<file path="src/rtl/clock_display_scan_pkg.sv">
// Shared display definitions: active-low 7-segment glyphs (SEG[6:0] = g..a),
// set-mode FLAG encodings and the snapshot record used by the scan back-end.
package clock_display_scan_pkg;

  localparam logic [6:0] SEG_0     = 7'b1000000;
  localparam logic [6:0] SEG_1     = 7'b1111001;
  localparam logic [6:0] SEG_2     = 7'b0100100;
  localparam logic [6:0] SEG_3     = 7'b0110000;
  localparam logic [6:0] SEG_4     = 7'b0011001;
  localparam logic [6:0] SEG_5     = 7'b0010010;
  localparam logic [6:0] SEG_6     = 7'b0000010;
  localparam logic [6:0] SEG_7     = 7'b1111000;
  localparam logic [6:0] SEG_8     = 7'b0000000;
  localparam logic [6:0] SEG_9     = 7'b0010000;
  localparam logic [6:0] SEG_DASH  = 7'b0111111;
  localparam logic [6:0] SEG_BLANK = 7'b1111111;

  localparam logic [1:0] FLAG_RUN  = 2'b00;
  localparam logic [1:0] FLAG_HOUR = 2'b01;
  localparam logic [1:0] FLAG_MIN  = 2'b10;
  localparam logic [1:0] FLAG_SEC  = 2'b11;

  typedef struct packed {
    logic [7:0] hour;
    logic [7:0] minute;
    logic [7:0] second;
    logic [7:0] centi;
    logic [1:0] flag;
  } snap_t;

  function automatic logic [6:0] bcd_glyph(input logic [3:0] d);
    case (d)
      4'd0:    bcd_glyph = SEG_0;
      4'd1:    bcd_glyph = SEG_1;
      4'd2:    bcd_glyph = SEG_2;
      4'd3:    bcd_glyph = SEG_3;
      4'd4:    bcd_glyph = SEG_4;
      4'd5:    bcd_glyph = SEG_5;
      4'd6:    bcd_glyph = SEG_6;
      4'd7:    bcd_glyph = SEG_7;
      4'd8:    bcd_glyph = SEG_8;
      4'd9:    bcd_glyph = SEG_9;
      default: bcd_glyph = SEG_BLANK;
    endcase
  endfunction

endpackage

</file>
<file path="src/rtl/clock_display_scan_bin2bcd99.sv">
// Combinational 0..99 binary to two BCD digits; values above 99 raise oor
// (digits are then meaningless and must not be displayed).
module bin2bcd99
  import clock_display_scan_pkg::*;
(
  input  logic [7:0] bin,
  output logic [3:0] tens,
  output logic [3:0] units,
  output logic       oor
);

  // Compare ladder instead of a divider: tens is the largest t with bin >= 10*t.
  always_comb begin
    tens = 4'd0;
    for (int t = 1; t < 10; t++) begin
      tens = (bin >= 8'(t * 10)) ? 4'(t) : tens;
    end
    units = 4'(bin - 8'(tens) * 8'd10);
    oor   = (bin > 8'd99);
  end

endmodule

</file>
<file path="src/rtl/clock_display_scan.sv">
// 8-digit multiplexed common-anode display driver: per-frame snapshot of the
// time fields, BCD conversion, digit scan with anti-ghost gap and set-mode blink.
module clock_display_scan
  import clock_display_scan_pkg::*;
#(
  parameter int CLK_HZ   = 50_000_000,
  parameter int DIGIT_HZ = 1000,
  parameter int BLINK_HZ = 2
) (
  input  logic       CLK,
  input  logic       RESET,
  input  logic [7:0] Hour,
  input  logic [7:0] Minute,
  input  logic [7:0] Second,
  input  logic [7:0] Centi_second,
  input  logic [1:0] FLAG,
  output logic [7:0] DIG,
  output logic [7:0] SEG
);

  localparam int DIV = CLK_HZ / DIGIT_HZ;
  localparam int HB  = CLK_HZ / (2 * BLINK_HZ);
  localparam int PCW = (DIV > 1) ? $clog2(DIV) : 1;
  localparam int BCW = (HB > 1) ? $clog2(HB) : 1;
  localparam logic [PCW-1:0] PC_LAST = PCW'(DIV - 1);
  localparam logic [BCW-1:0] BC_LAST = BCW'(HB - 1);

  logic [PCW-1:0] pc_q, pc_d;
  logic [2:0]     idx_q, idx_d;
  logic [BCW-1:0] bc_q, bc_d;
  logic           bl_q, bl_d;
  logic           init_q, init_d;
  snap_t          snap_q, snap_d;
  logic [7:0]     dig_q, dig_d;
  logic [7:0]     seg_q, seg_d;

  snap_t      live_s, view_s;
  logic       pc_last_s, frame_end_s, blank_s, dp_n_s;
  logic [7:0] field_s;
  logic [1:0] sel_flag_s;
  logic [6:0] glyph_s;
  logic [3:0] tens_s, units_s;
  logic       oor_s;

  // Prescaler, scan index, blink timer and snapshot next-state.
  always_comb begin
    pc_last_s   = (pc_q == PC_LAST);
    frame_end_s = pc_last_s && (idx_q == 3'd0);
    pc_d        = pc_last_s ? {PCW{1'b0}} : pc_q + PCW'(1);
    idx_d       = pc_last_s ? idx_q - 3'd1 : idx_q;
    bc_d        = (bc_q == BC_LAST) ? {BCW{1'b0}} : bc_q + BCW'(1);
    bl_d        = (bc_q == BC_LAST) ? ~bl_q : bl_q;
    live_s      = '{hour: Hour, minute: Minute, second: Second,
                    centi: Centi_second, flag: FLAG};
    snap_d      = (init_q || frame_end_s) ? live_s : snap_q;
    init_d      = 1'b0;
    // The load cycle after reset already displays idx 7, so it sees the values being captured.
    view_s      = init_q ? live_s : snap_q;
  end

  // Field select for the digit being scanned; the default arm is Centi_second, which never blinks.
  always_comb begin
    case (idx_q[2:1])
      2'd3:    begin field_s = view_s.hour;   sel_flag_s = FLAG_HOUR; end
      2'd2:    begin field_s = view_s.minute; sel_flag_s = FLAG_MIN;  end
      2'd1:    begin field_s = view_s.second; sel_flag_s = FLAG_SEC;  end
      default: begin field_s = view_s.centi;  sel_flag_s = FLAG_RUN;  end
    endcase
  end

  bin2bcd99 u_bcd (
    .bin   (field_s),
    .tens  (tens_s),
    .units (units_s),
    .oor   (oor_s)
  );

  // Glyph, separator dot, blink blanking and anti-ghost digit gap.
  always_comb begin
    glyph_s = oor_s ? SEG_DASH : bcd_glyph(idx_q[0] ? tens_s : units_s);
    dp_n_s  = ~(~idx_q[0] && (idx_q != 3'd0));
    blank_s = bl_q && (view_s.flag != FLAG_RUN) && (view_s.flag == sel_flag_s);
    seg_d   = blank_s ? 8'hFF : {dp_n_s, glyph_s};
    dig_d   = pc_last_s ? 8'hFF : ~(8'b0000_0001 << idx_q);
  end

  // State and registered display outputs.
  always_ff @(posedge CLK or posedge RESET) begin
    if (RESET) begin
      pc_q   <= {PCW{1'b0}};
      idx_q  <= 3'd7;
      bc_q   <= {BCW{1'b0}};
      bl_q   <= 1'b0;
      init_q <= 1'b1;
      snap_q <= '0;
      dig_q  <= 8'hFF;
      seg_q  <= 8'hFF;
    end else begin
      pc_q   <= pc_d;
      idx_q  <= idx_d;
      bc_q   <= bc_d;
      bl_q   <= bl_d;
      init_q <= init_d;
      snap_q <= snap_d;
      dig_q  <= dig_d;
      seg_q  <= seg_d;
    end
  end

  assign DIG = dig_q;
  assign SEG = seg_q;

endmodule

</file>
<file path="config.mk">
export PLATFORM = sky130hd
export DESIGN_NAME = clock_display_scan
export DESIGN_NICKNAME = d
export VERILOG_FILES = /design/src/rtl/clock_display_scan_pkg.sv /design/src/rtl/clock_display_scan_bin2bcd99.sv /design/src/rtl/clock_display_scan.sv
export SDC_FILE = /design/constraint.sdc
export NUM_CORES = 1
export LEC_CHECK = 0
export CAP_MARGIN = 20
export CORE_ASPECT_RATIO = 1.1
export CORE_MARGIN = 1
export CORE_UTILIZATION = 45
export CTS_CLUSTER_SIZE = 40
export DETAILED_ROUTE_END_ITERATION = 12
export PLACE_DENSITY_LB_ADDON = 0.15
export RECOVER_POWER = 100
export SLEW_MARGIN = 20
export SYNTH_ARGS = -nofsm -noshare
export SYNTH_HDL_FRONTEND = slang
export SYNTH_HIERARCHICAL = 1
export SYNTH_SLANG_ARGS = --single-unit
</file>
<file path="constraint.sdc">
create_clock -name CLK -period 6.6 [get_ports CLK]
set_input_delay 1.65 -clock CLK [delete_from_list [all_inputs] [get_ports CLK]]
set_output_delay 1.65 -clock CLK [all_outputs]
set_load 0.005 [all_outputs]
</file>
==> qor.yml <==
place_congestion: 0.8670
cts.reportedPaths.clkPinSlew_ns: 0.07
worst_slew_pin_slew_ns: 2.356
postRouteWirelength_um: 10770
critical-path-slowest-cell: "mux4_2"
largest_net_degree_at_the_start_of_global_routing: 53
timing.critical_path.max_delay_family: "compound AO/OA/AOI/OAI gates"
cp_cell_sequence: "dlygate4sd3_1 > a222oi_1 > inv_1 > mux4_2 > and2_0 > o31ai_1 > o2111ai_1 > a21o_1 > ha_1 > fa_1 > xor2_1 > xnor2_1 > xnor2_1 > mux2_1 > and2_0 > o31ai_1"
placementRows: 40
antenna-diode-count: 0
worst_ep_required_time_ns: 6.85
hold_viol_final: 0
tritoncts_num_sinks: 95
worst_setup_path_start_kind: "input port"
number_of_global_route_vias_before_repair: 3809
tritoncts: "yes"
ir_worst_vdd_v: 0.0001161
filler_cell_count: 997
synth_top_flop_cell: "dfrtp_1"
place.detailed.hpwl_um: 7240
grt.overflow.total: 0
status: "finished, violations left"
drc_errors: 0
critPathKind: "input port to register"
multiInputGateArea_um2: 2445
drt.antenna.violating_nets: 0
dr.pass1.iters: 5
yosys_reg_bits: 95
grt_setup_unrepaired: "false"
grt_pass1_wl_um: 18440
synth_commonest_cells: "dfrtp_1, inv_1, mux2_4, nand2_1, nor2_1"
report.final.slew_viol_count: 105
areaGrowthSynthToFinish_pct: 14.27
worstPathArrival_ns: 5.91
final_period_minus_worst_setup_slack_ns: 5.651
post_cts_buffers: 0
synth_top_cell_area_share_pct: 35.85
tritoncts.num_buffers: 9
postCtsHoldBufs: 0
synth.most_common_cell: "dfrtp_1"
antenna_violations_before_repair: 0
viasPerCell: 5.646
finalNetCount: 553
cp-end-kind: "register"
synthArstFlopShare_pct: 100.0
final.period_utilization_pct: 85.63
numPortBuffers: 51
clock-root-buffer: "clkbuf_16"
die_height_um: 115.1
cts_repair_resize_count: 0
fin_util_pct: 53.84
crit_path_max_fo: 11
share_of_layout_cells_above_drive_strength_1_pct: 11.93
track_usage_pct: 19.61
synth_top_cells_by_area: "dfrtp_1, dfstp_2, mux2_4, ha_1, mux4_2"
finalSetupViolCount: 0
netlist.top_cell.by_area: "dfrtp_1"
crit_path_buffers_inverters: 2
failed_checks: "capacitance limit, slew limit"
syn-mean-instance-area_um2: 11.38
i_o_pins: 52
power_per_unit_of_standard_cell_area_nw_per_um2: 231.8
synth_seq_area_share_pct: 45.89
finalPower_uw: 1387
maxCapViolCount: 3
fmax_mhz: 176.9
mappedNetlistNets: 515
post_drt_wl_per_cell_um: 16.58
max-clock-path-buffers: 2
die_width_um: 104.8
dp_cells: 634
core_area_um2: 11110
synth.cell_area_um2: 5235
finalClockSkew_ns: 0.006036
synth_edf_count: 0
fin_tns_setup_ns: 0
htree_num_levels: 3
stdcell_count: 650
worst_slew_margin_rel_pct: -57.92
drt-initial-drc-count: 198
reg_area_um2: 2402
synth-warning-count: 6
floorplan.die_area_um2: 12070
power.leakage_uw: 0.002512
min_path_type: "register to register"
initial_core_utilization_pct: 47.12
max_stage_delay_ns: 0.57
vias: 3670
yosys.cell_types.count: 58
synthCells: 460
clk_latency_ns: 0.35
-- path summary, 6_finish.rpt --
path	startpoint	endpoint	slack (ns)	cells after the start
hold / removal	bl_q$_DFFE_PP0N_	bl_q$_DFFE_PP0N_	0.47	1
max in group asynchronous	RESET	DIG[4]$_DFF_PP1_	2.78	3
setup reg to reg	idx_q[2]$_DFFE_PP1P_	SEG[6]$_DFF_PP1_	1.50	17
hold reg to reg	bl_q$_DFFE_PP0N_	bl_q$_DFFE_PP0N_	0.47	1
min in group asynchronous	RESET	snap_q[25]$_DFFE_PP0P_	2.40	2
setup / recovery	Second[4]	SEG[6]$_DFF_PP1_	0.95	16
-- state kept, by name, indices dropped and copies added, names as in the netlist --
signal	count
snap_q	34
bc_q	24
pc_q	16
DIG	8
SEG	8
idx_q	3
bl_q	1
init_q	1
-- cells in the final DEF, fill, tap and decap left out, types with 6 or more instances in the layout --
master / instances
a21oi_1: 15
a222oi_1: 16
and4_1: 7
clkbuf_16: 9
clkdlybuf4s50_1: 32
dfrtp_1: 75
dfstp_2: 20
dlygate4sd3_1: 19
ha_1: 18
inv_1: 29
mux2_1: 30
mux2_2: 6
mux4_2: 8
nand2_1: 28
nand3_1: 16
nand4_1: 10
nor2_1: 26
nor3_1: 6
o21ai_0: 15
o31ai_1: 7
or3_1: 6
or4_1: 6
xnor2_1: 18
xor2_1: 14
-- layer usage --
layer / share of wire, % / up-vias / global-route usage [%]
met5: 0 / - / 0
met4: 1.8 / 0 / 8.169
met3: 4.0 / 17 / 4.762
met2: 49 / 80 / 34.22
met1: 45 / 1827 / 23.33
li1: - / 1746 / -
-- kinds of logic after synthesis --
family                   Yosys count  synth area share, %
AO/OA/AOI/OAI                     70                9.680
XOR/XNOR                          32                5.354
multiplexers                      50                14.51
other                              1              0.07163
flip-flops                        95                45.89
AND/OR/NAND/NOR                  136                14.58
buffers and inverters             57                5.234
adder cells (fa/ha/maj)           19                4.685
-- power breakdown --
part / total, uW / internal (uW) / switching, uW
clock: 534 / 305 / 228
combinational: 210 / 102 / 108
sequential: 643 / 627 / 16.4
total: 1390 / 1030 / 353
-- cell type report --
type | count | area share, %
multi-input cells | 308 | 40.87
flip-flops and latches | 95 | 40.16
repair buffers | 53 | 8.722
clock buffers | 10 | 3.995
well taps | 147 | 3.075
inverters | 31 | 2.008
clock inverters | 6 | 1.171
-- stage by stage --
step	hold slack (ns)	area, um^2	setup slack, ns
after floorplan	0.4355	5235	1.612
after global placement	0.4546	5791	1.004
after detailed placement	0.4612	5791	0.9149
after CTS	0.4707	6100	1.231
after global routing	0.5092	5982	0.6741
final	0.4715	5982	0.9486
Power figures use the tool's default switching activity.
